[config.mk]
export PLATFORM = sky130hd
export DESIGN_NAME = e_frac_to_decimal_flat
export DESIGN_NICKNAME = d
export VERILOG_FILES = /design/src/rtl/e_frac_to_decimal_pkg.sv /design/src/rtl/e_frac_to_decimal_if.sv /design/src/rtl/e_frac_to_decimal_mul10.sv /design/src/rtl/e_frac_to_decimal.sv /design/src/flat_wrapper.sv
export SDC_FILE = /design/constraint.sdc
export NUM_CORES = 1
export LEC_CHECK = 0
export ABC_AREA = 1
export CAP_MARGIN = 25
export CORE_UTILIZATION = 45
export CTS_BUF_LIST = sky130_fd_sc_hd__clkbuf_4 sky130_fd_sc_hd__clkbuf_8
export CTS_CLUSTER_SIZE = 40
export DETAILED_ROUTE_END_ITERATION = 8
export PLACE_DENSITY = 0.66
export SLEW_MARGIN = 20
export SYNTH_ARGS = -nofsm -noshare
export SYNTH_HDL_FRONTEND = slang
export SYNTH_HIERARCHICAL = 1
export SYNTH_SLANG_ARGS = --single-unit
export TNS_END_PERCENT = 100
[constraint.sdc]
create_clock -name clk -period 5.4 [get_ports clk]
set_input_delay 1.08 -clock clk [delete_from_list [all_inputs] [get_ports clk]]
set_output_delay 1.08 -clock clk [all_outputs]
set_load 0.02 [all_outputs]
[src/rtl/e_frac_to_decimal_pkg.sv]
// Shared types and constants for the e-calculation digit converter.
package e_calc_pkg;

    localparam int unsigned WORD_W = 16;

    typedef enum logic [2:0] {
        IDLE,
        EMIT_INT,
        EMIT_DOT,
        MUL,
        EMIT,
        DONE
    } state_t;

    localparam logic [7:0] ZERO      = 8'h30;
    localparam logic [7:0] DOT       = 8'h2E;
    localparam logic [7:0] OVF       = 8'h3F;
    localparam logic [3:0] DIGIT_OVF = 4'hF;

    // Integer word above 9 cannot be shown as a single digit.
    function automatic logic [3:0] int_digit(input logic [WORD_W-1:0] w);
        return (w <= WORD_W'(9)) ? w[3:0] : DIGIT_OVF;
    endfunction

endpackage

[src/rtl/e_frac_to_decimal_if.sv]
// Digit stream handshake from the converter toward the UART/display stage.
interface e_frac_to_decimal_if;
    logic       digit_valid;
    logic       digit_ready;
    logic [7:0] digit_out;
    logic       digit_last;

    modport master (
        output digit_valid,
        output digit_out,
        output digit_last,
        input  digit_ready
    );

    modport slave (
        input  digit_valid,
        input  digit_out,
        input  digit_last,
        output digit_ready
    );
endinterface

[src/rtl/e_frac_to_decimal_mul10.sv]
// One 16-bit word times ten plus incoming carry; carry out is always <= 9.
module e_mul10_word
    import e_calc_pkg::*;
(
    input  logic [WORD_W-1:0] word,
    input  logic [3:0]        carry_in,
    output logic [WORD_W-1:0] word_out,
    output logic [3:0]        carry_out
);

    logic [19:0] p;

    assign p         = {4'h0, word} * 20'd10 + {16'h0, carry_in};
    assign word_out  = p[15:0];
    assign carry_out = p[19:16];

endmodule

[src/rtl/e_frac_to_decimal.sv]
// Converts a multi-word fixed-point value into a decimal digit stream.
// Build option: E_DIGIT_ASCII_EN selects ASCII characters and a '.' after the integer digit.
module e_frac_to_decimal
    import e_calc_pkg::*;
#(
    parameter int unsigned WORDS   = 32,
    parameter int unsigned NDIGITS = 16
) (
    input  logic              clk,
    input  logic              rst_n,
    input  logic              start,
    input  logic [WORD_W-1:0] in_data [0:WORDS-1],
    output logic              busy,
    output logic              done,
    e_frac_to_decimal_if.master dig
);

    localparam int unsigned IDX_W = (WORDS > 2) ? $clog2(WORDS) : 1;
    localparam logic [IDX_W-1:0] IDX_LAST = IDX_W'(WORDS - 1);
    localparam logic [7:0] CNT_LAST = 8'(NDIGITS - 1);

`ifdef E_DIGIT_ASCII_EN
    localparam state_t AFTER_INT = EMIT_DOT;
`else
    localparam state_t AFTER_INT = MUL;
`endif

    state_t            state, state_nxt;
    logic [WORD_W-1:0] frac [0:WORDS-1];
    logic [3:0]        carry;
    logic [IDX_W-1:0]  idx;
    logic [7:0]        cnt;
    logic [3:0]        int_dig;

    logic [WORD_W-1:0] mul_word;
    logic [3:0]        mul_carry;
    logic              is_last;
    logic [7:0]        int_char;
    logic [7:0]        frac_char;
    logic              valid_c;
    logic              last_c;
    logic [7:0]        char_c;

    // Single multiplier shared across words; idx walks from LSW up to word 1.
    e_mul10_word u_mul10 (
        .word      (frac[idx]),
        .carry_in  (carry),
        .word_out  (mul_word),
        .carry_out (mul_carry)
    );

    assign is_last = (cnt == CNT_LAST);

`ifdef E_DIGIT_ASCII_EN
    assign int_char  = (int_dig == DIGIT_OVF) ? OVF : ZERO + {4'h0, int_dig};
    assign frac_char = ZERO + {4'h0, carry};
`else
    assign int_char  = {4'h0, int_dig};
    assign frac_char = {4'h0, carry};
`endif

    always_ff @(posedge clk or negedge rst_n) begin
        if (!rst_n) begin
            state <= IDLE;
        end else begin
            state <= state_nxt;
        end
    end

    // Outputs decode only registered state, so ready never reaches valid combinationally.
    always_comb begin
        state_nxt = state;
        valid_c   = 1'b0;
        last_c    = 1'b0;
        char_c    = '0;
        unique case (state)
            IDLE: begin
                if (start) state_nxt = EMIT_INT;
            end
            EMIT_INT: begin
                valid_c = 1'b1;
                char_c  = int_char;
                if (dig.digit_ready) state_nxt = AFTER_INT;
            end
            EMIT_DOT: begin
                valid_c = 1'b1;
                char_c  = DOT;
                if (dig.digit_ready) state_nxt = MUL;
            end
            MUL: begin
                if (idx == IDX_W'(1)) state_nxt = EMIT;
            end
            EMIT: begin
                valid_c = 1'b1;
                last_c  = is_last;
                char_c  = frac_char;
                if (dig.digit_ready) state_nxt = is_last ? DONE : MUL;
            end
            DONE: begin
                state_nxt = IDLE;
            end
            default: state_nxt = IDLE;
        endcase
    end

    always_ff @(posedge clk or negedge rst_n) begin
        if (!rst_n) begin
            for (int unsigned i = 0; i < WORDS; i++) frac[i] <= '0;
            carry   <= '0;
            idx     <= '0;
            cnt     <= '0;
            int_dig <= '0;
        end else begin
            unique case (state)
                IDLE: begin
                    if (start) begin
                        frac[0] <= '0;
                        for (int unsigned i = 1; i < WORDS; i++) frac[i] <= in_data[i];
                        int_dig <= int_digit(in_data[0]);
                        carry   <= '0;
                        idx     <= '0;
                        cnt     <= '0;
                    end
                end
                EMIT_INT, EMIT_DOT: begin
                    if (dig.digit_ready) begin
                        idx   <= IDX_LAST;
                        carry <= '0;
                    end
                end
                MUL: begin
                    frac[idx] <= mul_word;
                    carry     <= mul_carry;
                    idx       <= idx - IDX_W'(1);
                end
                EMIT: begin
                    if (dig.digit_ready && !is_last) begin
                        cnt   <= cnt + 8'd1;
                        idx   <= IDX_LAST;
                        carry <= '0;
                    end
                end
                default: ;
            endcase
        end
    end

    assign dig.digit_valid = valid_c;
    assign dig.digit_last  = last_c;
    assign dig.digit_out   = char_c;
    assign busy            = (state != IDLE) && (state != DONE);
    assign done            = (state == DONE);

endmodule

[src/flat_wrapper.sv]
// flat-port wrapper written by rule: the top's interface ports become plain ports
module e_frac_to_decimal_flat import e_calc_pkg::*;
#(
    parameter int unsigned WORDS   = 32,
    parameter int unsigned NDIGITS = 16
)
  (clk, rst_n, start, in_data, busy, done, dig_digit_valid, dig_digit_out, dig_digit_last, dig_digit_ready);
  e_frac_to_decimal_if dig_i ();
  input  logic clk;
  input  logic rst_n;
  input  logic start;
  input  logic [WORD_W-1:0] in_data[0:WORDS-1];
  output logic busy;
  output logic done;
  output wire logic [$bits(dig_i.digit_valid)-1:0] dig_digit_valid;
  output wire logic [$bits(dig_i.digit_out)-1:0] dig_digit_out;
  output wire logic [$bits(dig_i.digit_last)-1:0] dig_digit_last;
  input wire logic [$bits(dig_i.digit_ready)-1:0] dig_digit_ready;
  assign dig_digit_valid = dig_i.digit_valid;
  assign dig_digit_out = dig_i.digit_out;
  assign dig_digit_last = dig_i.digit_last;
  assign dig_i.digit_ready = dig_digit_ready;
  e_frac_to_decimal #(.WORDS(WORDS), .NDIGITS(NDIGITS)) u_core (.clk(clk), .rst_n(rst_n), .start(start), .in_data(in_data), .busy(busy), .done(done), .dig(dig_i));
endmodule
**Yosys cells after proc, flatten, opt, wreduce, memory -nomap -nowiden**

Cells that the tools add are included.

- Magnitude comparators: 3
- Muxes and demuxes: 29
- $add $sub $neg: 3
- Bitwise logic cells: 1
- Equality and inequality tests: 13
- Reductions and logical operators: 16
- Multipliers: 1

Operators by type and width:

| cell | count |
|---|---|
| 512-bit one-hot mux with 2 select lines | 1 |
| 512-bit bitwise mux | 1 |
| 512-bit 2-to-1 mux | 1 |
| 16-bit binary-select mux with 5-bit select | 1 |
| 16-bit demux with 5-bit select | 1 |
| 16-bit 2-to-1 mux | 3 |
| 20-bit by 4-bit adder with 20-bit output | 1 |
| 5-bit one-hot mux with 4 select lines | 1 |
| 16-bit by 3-bit multiplier with 19-bit output, second input constant | 1 |
| 6-bit one-hot mux with 3 select lines | 1 |
| 16-bit by 4-bit less-or-equal comparator with 1-bit output, second input constant | 1 |
| 4-bit 2-to-1 mux | 4 |
| 8-bit 2-to-1 mux | 2 |
| 4-bit one-hot mux with 4 select lines | 1 |
| 8-bit one-hot mux with 2 select lines | 1 |
| 3-bit 2-to-1 mux | 5 |
| 5-bit 2-to-1 mux | 3 |
| 3-bit one-hot mux with 4 select lines | 1 |
| 8-bit by 1-bit adder with 8-bit output, second input constant | 1 |
| 8-bit by 4-bit == test with 1-bit output, second input constant | 1 |
| 4-bit AND reduction | 2 |
| 3-bit by 2-bit == test with 1-bit output, second input constant | 2 |
| 3-bit == test, second input constant | 2 |
| 6-bit greater-or-equal comparator, second input constant | 1 |
| 19 further kinds | 27 |

- Bits in registers: 536
- Output and inout bits: 12

**Longest topological paths before layout**

Gate-level depths: netlist of the first run.

- Depth in word-level cells: 8
- Depth in mapped cells: 33

**Hierarchy**

The synthesis of the first run kept the hierarchy.

Modules (own cells, without submodules):

| module | cells each | sequential area each (um^2) | area an instance (um^2) | times used |
|---|---|---|---|---|
| e_frac_to_decimal | 4180 | 13412.9 | 30202.7 | 1 |
| e_mul10_word | 279 | 0.0 | 1624.1 | 1 |

**Worst setup path after synthesis of the first run**

OpenSTA, ideal clock, no wires.

- Kind: register to register
- Start: reg u_core.idx[0]
- End: reg u_core/frac[318] (netlist bit)
- Setup slack: 1090 ps
- Library setup time: 83 ps
- Path buffers: 4
- Required time: 5317 ps
- Stages on the path, launching flop included: 30
- Data arrival time: 4227 ps
- Path through: dfrtp_1 buf_2 clkbuf_1 clkbuf_1 nand2_1 o211ai_1 nand2_1 nand2_1 nand2_1 nor2_1 nand2_1 ha_1 ha_1 fa_1 nand2_1 inv_1 nand3_1 nor2_2 nand3_1 nor2_4 nand2_1 xor2_1 inv_1 inv_1 nor2_2 buf_2 nand2_1 nand2_1 nand2_1 o21ai_0

- Word-level cells in the longest chain between the ends: 8
- Elaborated cells on any way between the ends: 13
- Classes of those cells: add/sub (1); mul (1); order compare (2); mux (7); bitwise (1); reduce/logical (1)

Ends and longest elaborated chain:

| what | line | RTL |
|---|---|---|
| start: declaration | e_frac_to_decimal.sv:31 | `logic [IDX_W-1:0] idx;` |
| start signal: assignment | e_frac_to_decimal.sv:134 | `idx <= idx - IDX_W'(1);` |
| 5-bit inverter with 6-bit output (not written as such) | e_frac_to_decimal.sv:46 | `.word (frac[idx]),` |
| 16-bit binary-select mux with 5-bit select | e_frac_to_decimal.sv:46 |  |
| 16-bit 2-to-1 mux (not written as such) (2 in series) | e_frac_to_decimal.sv:46 |  |
| 16-bit by 3-bit multiplier with 19-bit output | e_frac_to_decimal_mul10.sv:13 | `assign p = {4'h0, word} * 20'd10 + {16'h0, carry_in};` |
| 20-bit by 4-bit adder with 20-bit output | e_frac_to_decimal_mul10.sv:13 |  |
| via u_core.mul_word[14] | e_frac_to_decimal.sv:35 | `logic [WORD_W-1:0] mul_word;` |
| 512-bit bitwise mux | e_frac_to_decimal.sv:132 | `frac[idx] <= mul_word;` |
| 512-bit one-hot mux with 2 select lines | e_frac_to_decimal.sv:114 | `unique case (state)` |
| end signal: indexed assignment | e_frac_to_decimal.sv:132 |  |
| end: declaration | e_frac_to_decimal.sv:29 | `logic [WORD_W-1:0] frac [0:WORDS-1];` |

The timed path passes the listed nets, and every way through them passes these cells. The select of a mux whose other input is x is not followed.
A chain may end at the register's enable or synchronous reset.

**Worst setup path after layout of the first run**

- Start: reg u_core.idx[0]
- End: reg u_core/frac[47] (netlist bit)

Same word-level chain as after synthesis.

==> reports/results.txt, run 1 <==
root buf cell = clkbuf_8
CTS tree = built
CTS Sinks = 536
setup slack after layout = 0.3247 ns
clock share of power = 0.137
P per Cell Area = 746.9 mW/mm2
Layout Utilization = 0.5784
Setup-failing EPs final = 0
fillers = 6696
final layout net count = 5460
CTS max path bufs = 3
leak pwr = 19.13 nW
Synth area leader = dfrtp_1
Max Cap Viol = 0
Max stage delay on crit path = 0.57 ns
max-slew violations = 0
core area = 0.07003 mm2
Cell variety after synth = 43
CTS HTree Levels = 3
worst-margin pin slew = 0.9951 ns
minimum clock period = 5.075 ns
layout cell share with drive strength beyond 1 = 0.08099
multi-input gate area in the final layout = 0.01604 mm2
Post-Syn Area per Cell = 7.138 um2
Ports = 528
vias in the first global route = 31921
DRC = 0
Syn Inst Count = 4459
sum of negative setup slack = 0 ns
most used cell, CP = nand2_1
routed vias = 33739
sequential area share after synthesis = 0.4214
DRT iter0 DRCs = 4119
Setup WS pre-CTS = 0.3646 ns
FF+latch count, synth = 536
WP buf/inv = 4
CTS Buf Count = 93
Tcrit/Tclk final = 0.9399
delay-heaviest family, CP = simple AND/OR/NAND/NOR gates
Max Clk Rate = 197.0 MHz
Vias/cell = 5.702
GRT Resource Usage Total = 0.3707
Clock Pin Slew Worst Setup and Hold Paths = 0.07 ns
GP Congestion = 1.014
outcome = finished clean
worst skew pair latency = 0.73 ns
Reg power frac = 0.226
ANT nets after route = 0
Layout area overhead = 27.26%
synthesized area = 0.03183 mm2
top cells by area, synth = dfrtp_1, nand2_1, o21ai_0, a22oi_1, nor2_1
synth warn = 6
die area = 0.07179 mm2
clk_skew = 0.04316 ns
peak supply drop = 0.6425 mV
Switching Fraction = 0.5330
M2 GR Usage = 0.5782
slew margin rel. = 0.3366
met1 usage = 0.5009
Critical Path End Type = flip-flop
Max Fanout on Critical Path = 20
GR peak layer = met2
Fin. Hold Viols = 0
initial antenna violation count = 2
TritonRoute pass-1 iters = 6
DP HPWL = 95900 um
met3 usage = 0.06139
GR Overflow Total = 0
Rows = 97
switching power = 16.12 mW
placed inst area = 0.03836 mm2
area share of the largest cell type after synthesis = 0.4214
CP required = 6.01 ns
global-route wire length before repair = 198700 um
RSZ-0062 raised after global routing = false
largest net degree at the start of global routing = 111
Logic pwr share = 0.637
Buffers on Ports = 524
routed wire length = 135000 um
routed len/inst = 22.81 um
die span in y = 267.9 um
slowest CP cell = dfrtp_4
FF/Latch Area = 0.01342 mm2
fin area = 0.04050 mm2
Critical Path Source Type = flip-flop
Die Width = 267.9 um
Hold Path Class = input pin to asynchronous set/reset pin
Setup Crit Path Kind = flip-flop to flip-flop
Initial Util = 0.4545
Internal = 14.13 mW
crit path DAT = 5.68 ns
-- worst paths after layout --
check                                  from          endpoint  slack (ns)  cells past startpoint
max in group asynchronous             rst_n  u_core/frac[216]        3.82                      2
max reg2reg                   u_core/idx[0]   u_core/frac[47]        0.32                     28
min                                   rst_n  u_core/frac[261]        0.38                      1
min reg2reg                u_core/frac[356]  u_core/frac[356]        0.48                      2
max                           u_core/idx[0]   u_core/frac[47]        0.32                     28
min in group clk           u_core/frac[356]  u_core/frac[356]        0.48                      2
-- flip-flops by register name (all words and copies together), names as in the netlist --
register,count
u_core/idx,5
u_core/cnt,8
u_core/state,3
u_core/int_dig,4
u_core/carry,4
u_core/frac,512
-- logic make-up after synthesis --
kind of cell,after synthesis,synth area share
flip-flops,536,0.4214
adder cells (fa/ha/maj),39,0.01580
other,1,0.0001178
buffers and inverters,599,0.07874
XOR/XNOR,18,0.005425
AND/OR/NAND/NOR,2065,0.2526
AO/OA/AOI/OAI,1201,0.2259
-- placed cells by master, fill, tap and decap left out, types with 7 or more instances in the layout --
cell type,count
o211ai_1,54
nor2_2,9
nand2_2,8
buf_12,23
inv_2,10
nand4_1,10
nor2_4,18
a22oi_1,358
clkinv_2,10
ha_1,37
nand3_1,79
xnor2_1,7
clkbuf_4,24
o21ai_2,17
inv_1,252
clkbuf_8,122
clkdlybuf4s50_1,523
nor2_1,279
o21ai_0,575
a21boi_0,15
dfrtp_1,534
a21oi_1,12
xor2_1,9
o21ai_1,155
nand2_1,1648
buf_4,122
-- per-stage QoR --
step | hold WS, ns | instances | total power, mW
CTS | 0.3999 | 5913 | 29.76
global route | 0.4268 | 5917 | 32.25
finish | 0.3816 | 5917 | 30.25
global placement | 0.4604 | 5746 | 25.45
floorplan | 0.4422 | 4461 | 18.63
detailed placement | 0.4678 | 5747 | 25.53
-- area by class of cell --
| cell class | count | share of cell area |
|---|---|---|
| sequential | 536 | 0.3313 |
| timing repair buffer | 677 | 0.1671 |
| multi-input combinational | 3326 | 0.3961 |
| clock buffer | 146 | 0.04591 |
| tap | 940 | 0.02904 |
| clock inverter | 20 | 0.005004 |
| inverter | 271 | 0.02545 |
| antenna | 1 | 0.00006178 |
-- cells in the mapped netlist, drive strengths merged --
library cell,n
xor2,11
o21ai,752
nor3,2
o21bai,1
o22ai,4
xnor2,7
dfrtp,536
o211ai,54
a21oi,13
ha,37
clkbuf,172
nand2,1656
fa,2
conb,1
nand3b,3
a32o,1
nand4,10
or2,2
nand3,85
o21a,1
nor2,306
buf,156
and2,1
a21boi,17
inv,264
clkinv,7
a22oi,358
-- power by group through the flow --
stage / clock network (mW) / logic [mW] / registers [mW]
after global routing: 4.36 / 20.9 / 7.02
after floorplan: 0 / 12.1 / 6.55
final: 4.13 / 19.3 / 6.85
after detailed placement: 0 / 18.7 / 6.86
after global placement: 0 / 18.6 / 6.83
after CTS: 4.17 / 18.8 / 6.81
-- timing repair --
item	4_1_cts	5_1_grt
buffers inserted	0	1
hold buffers	0	0
resized for setup	0	8
setup endpoints to repair	0	27
-- routing by layer --
| metal | vias to the layer above | share of wire |
|---|---|---|
| met1 | 15927 | 0.41 |
| met4 | 2 | 0.052 |
| met3 | 352 | 0.089 |
| met5 | - | 0.000096 |
| li1 | 15573 | - |
| met2 | 1885 | 0.45 |
No activity file was read; power rests on OpenSTA's default activity.
==> run 2: changes to the inputs <==
--- a/config.mk
+++ b/config.mk
@@ -7,11 +7,13 @@
 export LEC_CHECK = 0
 export ABC_AREA = 1
 export CAP_MARGIN = 25
+export CORE_MARGIN = 3
 export CORE_UTILIZATION = 45
-export CTS_BUF_LIST = sky130_fd_sc_hd__clkbuf_4 sky130_fd_sc_hd__clkbuf_8
+export CTS_BUF_LIST = sky130_fd_sc_hd__clkbuf_16
 export CTS_CLUSTER_SIZE = 40
 export DETAILED_ROUTE_END_ITERATION = 8
 export PLACE_DENSITY = 0.66
+export REMOVE_ABC_BUFFERS = 1
 export SLEW_MARGIN = 20
 export SYNTH_ARGS = -nofsm -noshare
 export SYNTH_HDL_FRONTEND = slang
==> run 2 against run 1 <==
Compared with the run above: die area increased by 3.0%; combinational power decreased by 3%; utilization about the same; clock power decreased by 7.7%; largest power group unchanged; highest routed layer is now met4.
==> reports/results.txt, run 2 (synthesized netlist as in run 1, its figures left out) <==
Rows = 96 (was 97)
Max Cap Viol = 0 (unchanged)
GP Congestion = 0.9979 (was 1.014)
initial antenna violation count = 2 (unchanged)
CTS HTree Levels = 2 (was 3)
Critical Path End Type = flip-flop (unchanged)
root buf cell = clkbuf_16 (was clkbuf_8)
Ports = 528 (unchanged)
routed wire length = 132700 um (was 135000 um)
outcome = finished clean (unchanged)
clock share of power = 0.130 (was 0.137)
Layout area overhead = 25.99% (was 27.26%)
Hold Path Class = flip-flop to flip-flop (was input pin to asynchronous set/reset pin)
GR Overflow Total = 0 (unchanged)
peak supply drop = 0.4979 mV (was 0.6425 mV)
leak pwr = 18.89 nW (was 19.13 nW)
slew margin rel. = 0.3241 (was 0.3366)
Setup Crit Path Kind = flip-flop to flip-flop (unchanged)
start point of the critical path = u_core/idx[0] (unchanged)
slowest CP cell = fa_2 (was dfrtp_4)
Clock Pin Slew Worst Setup and Hold Paths = 0.06 ns (was 0.07 ns)
Biggest register = u_core/frac (unchanged)
Reg power frac = 0.232 (was 0.226)
most used cell, CP = nand2_1 (unchanged)
CP required = 5.93 ns (was 6.01 ns)
layout cell share with drive strength beyond 1 = 0.06083 (was 0.08099)
DRC = 0 (unchanged)
P per Cell Area = 729.8 mW/mm2 (was 746.9 mW/mm2)
Internal = 13.79 mW (was 14.13 mW)
top flop regs = u_core/frac x512, u_core/cnt x8, u_core/idx x5 (unchanged)
RSZ-0062 raised after global routing = false (unchanged)
Die Width = 271.9 um (was 267.9 um)
routed len/inst = 22.75 um (was 22.81 um)
Buffers on Ports = 524 (unchanged)
placed inst area = 0.03821 mm2 (was 0.03836 mm2)
Tcrit/Tclk final = 0.9513 (was 0.9399)
Crit path depth = 25 (was 28)
crit path DAT = 5.67 ns (was 5.68 ns)
Critical Path Source Type = flip-flop (unchanged)
Max Clk Rate = 194.7 MHz (was 197.0 MHz)
CTS Buf Count = 58 (was 93)
routed vias = 33461 (was 33739)
fillers = 6591 (was 6696)
worst skew pair latency = 0.63 ns (was 0.73 ns)
GRT Resource Usage Total = 0.3460 (was 0.3707)
minimum clock period = 5.137 ns (was 5.075 ns)
fin area = 0.04010 mm2 (was 0.04050 mm2)
Max Fanout on Critical Path = 71 (was 20)
Logic pwr share = 0.638 (was 0.637)
delay-heaviest family, CP = simple AND/OR/NAND/NOR gates (unchanged)
CTS tree = built (unchanged)
Worst R2R Start = u_core/idx[0] (unchanged)
FF/Latch Area = 0.01342 mm2 (unchanged)
hold_sp = u_core/frac[346]
Initial Util = 0.4592 (was 0.4545)
WP buf/inv = 5 (was 4)
multi-input gate area in the final layout = 0.01607 mm2 (was 0.01604 mm2)
DRT iter0 DRCs = 3976 (was 4119)
commonest non-fill, non-tap cells in the layout = nand2_1, o21ai_0, dfrtp_1 (unchanged)
final layout net count = 5406 (was 5460)
die area = 0.07395 mm2 (was 0.07179 mm2)
reg2reg setup slack = 0.26 ns (was 0.32 ns)
max-slew violations = 0 (unchanged)
max FFs per register = 512 (unchanged)
path depth of the worst reg2reg path = 25 (was 28)
CTS max path bufs = 3 (unchanged)
global-route wire length before repair = 196200 um (was 198700 um)
ANT nets after route = 0 (unchanged)
Layout Utilization = 0.5785 (was 0.5784)
Vias/cell = 5.737 (was 5.702)
TritonRoute pass-1 iters = 8 (was 6)
Post-CTS Hold Fix Bufs = 0 (unchanged)
switching power = 15.47 mW (was 16.12 mW)
worst-margin pin slew = 1.010 ns (was 0.9951 ns)
largest net degree at the start of global routing = 132 (was 111)
Switching Fraction = 0.5287 (was 0.5330)
FF-to-FF End = u_core/frac[188] (was u_core/frac[47])
final cell count without fillers = 5832 (was 5917)
Setup crit end = u_core/frac[188] (was u_core/frac[47])
die span in y = 271.9 um (was 267.9 um)
core area = 0.06931 mm2 (was 0.07003 mm2)
placed cells = 5716 (was 5747)
Setup-failing EPs final = 0 (unchanged)
CTS Sinks = 536 (unchanged)
vias in the first global route = 31639 (was 31921)
sum of negative setup slack = 0 ns (unchanged)
most common cell after layout, fill and taps aside = nand2_1 (unchanged)
Fin. Hold Viols = 0 (unchanged)
DP HPWL = 92090 um (was 95900 um)
clk_skew = 0.03460 ns (was 0.04316 ns)
Max stage delay on crit path = 0.61 ns (was 0.57 ns)
==> run 2: changes by cell type in the layout (fill, tap and decap cells not counted), sizes merged <==
cell | before | now
buf | 153 | 133
clkbuf | 147 | 60
clkinv | 16 | 36
clkinvlp | 2 | 0
diode | 1 | 2
inv | 270 | 282
==> run 2: per-layer routing <==
metal  up-vias  share of wire  track usage
li1      15470              -            -
met1     15867           0.41       0.4778
met2      1881           0.45       0.5423
met3       243          0.098      0.05911
met4         0          0.042       0.1380
met5         -              0            0
==> run 2: cell type report <==
class | count | share of cell area
Inverter | 271 | 0.02581
Clock buffer | 59 | 0.03682
Multi-Input combinational cell | 3326 | 0.4007
Tap cell | 931 | 0.02905
Sequential cell | 536 | 0.3347
Timing Repair Buffer | 657 | 0.1655
Clock inverter | 49 | 0.007146
Antenna cell | 2 | 0.0001248
Timing Repair inverter | 1 | 0.0002184
==> run 2: power by group through the flow <==
stage,Clock (mW),Combinational (mW),Sequential [mW]
floorplan,0,11.3,6.85
global placement,0,17.9,6.80
detailed placement,0,18.1,6.83
CTS,3.85,18.2,6.78
global route,4.01,20.4,6.98
finish,3.81,18.7,6.80
==> run 2: worst min path at each step <==
stage                                   to  slack [ns]  cells after the start
after floorplan           u_core/frac[500]        0.44                      2
after global placement    u_core/frac[413]        0.46                      2
after detailed placement  u_core/frac[346]        0.47                      2
after CTS                 u_core/frac[346]        0.48                      2
after global routing      u_core/frac[354]        0.50                      2
final                     u_core/frac[346]        0.48                      2
==> run 2: metrics by stage <==
step                      worst slack [ns]  total power [mW]  hold slack (ns)
after floorplan                     -6.843             18.15           0.4422
after global placement              0.2211             24.68           0.4601
after detailed placement            0.1506             24.91           0.4673
after CTS                           0.1053             28.83           0.4831
after global routing             0.0009592             31.43           0.5000
final                               0.2629             29.26           0.4811
==> run 2: what timing repair did <==
action                     CTS  global route
buffers inserted             0             3
resized for setup            0            15
setup endpoints to repair    0           203
==> run 2: worst min-delay path, delay by kind of cell (launching register included) <==
family | cells | cell delay, ns
DFF | 1 | 0.34
AOI/OAI and AO/OA | 1 | 0.06
and+or+nand+nor | 1 | 0.05
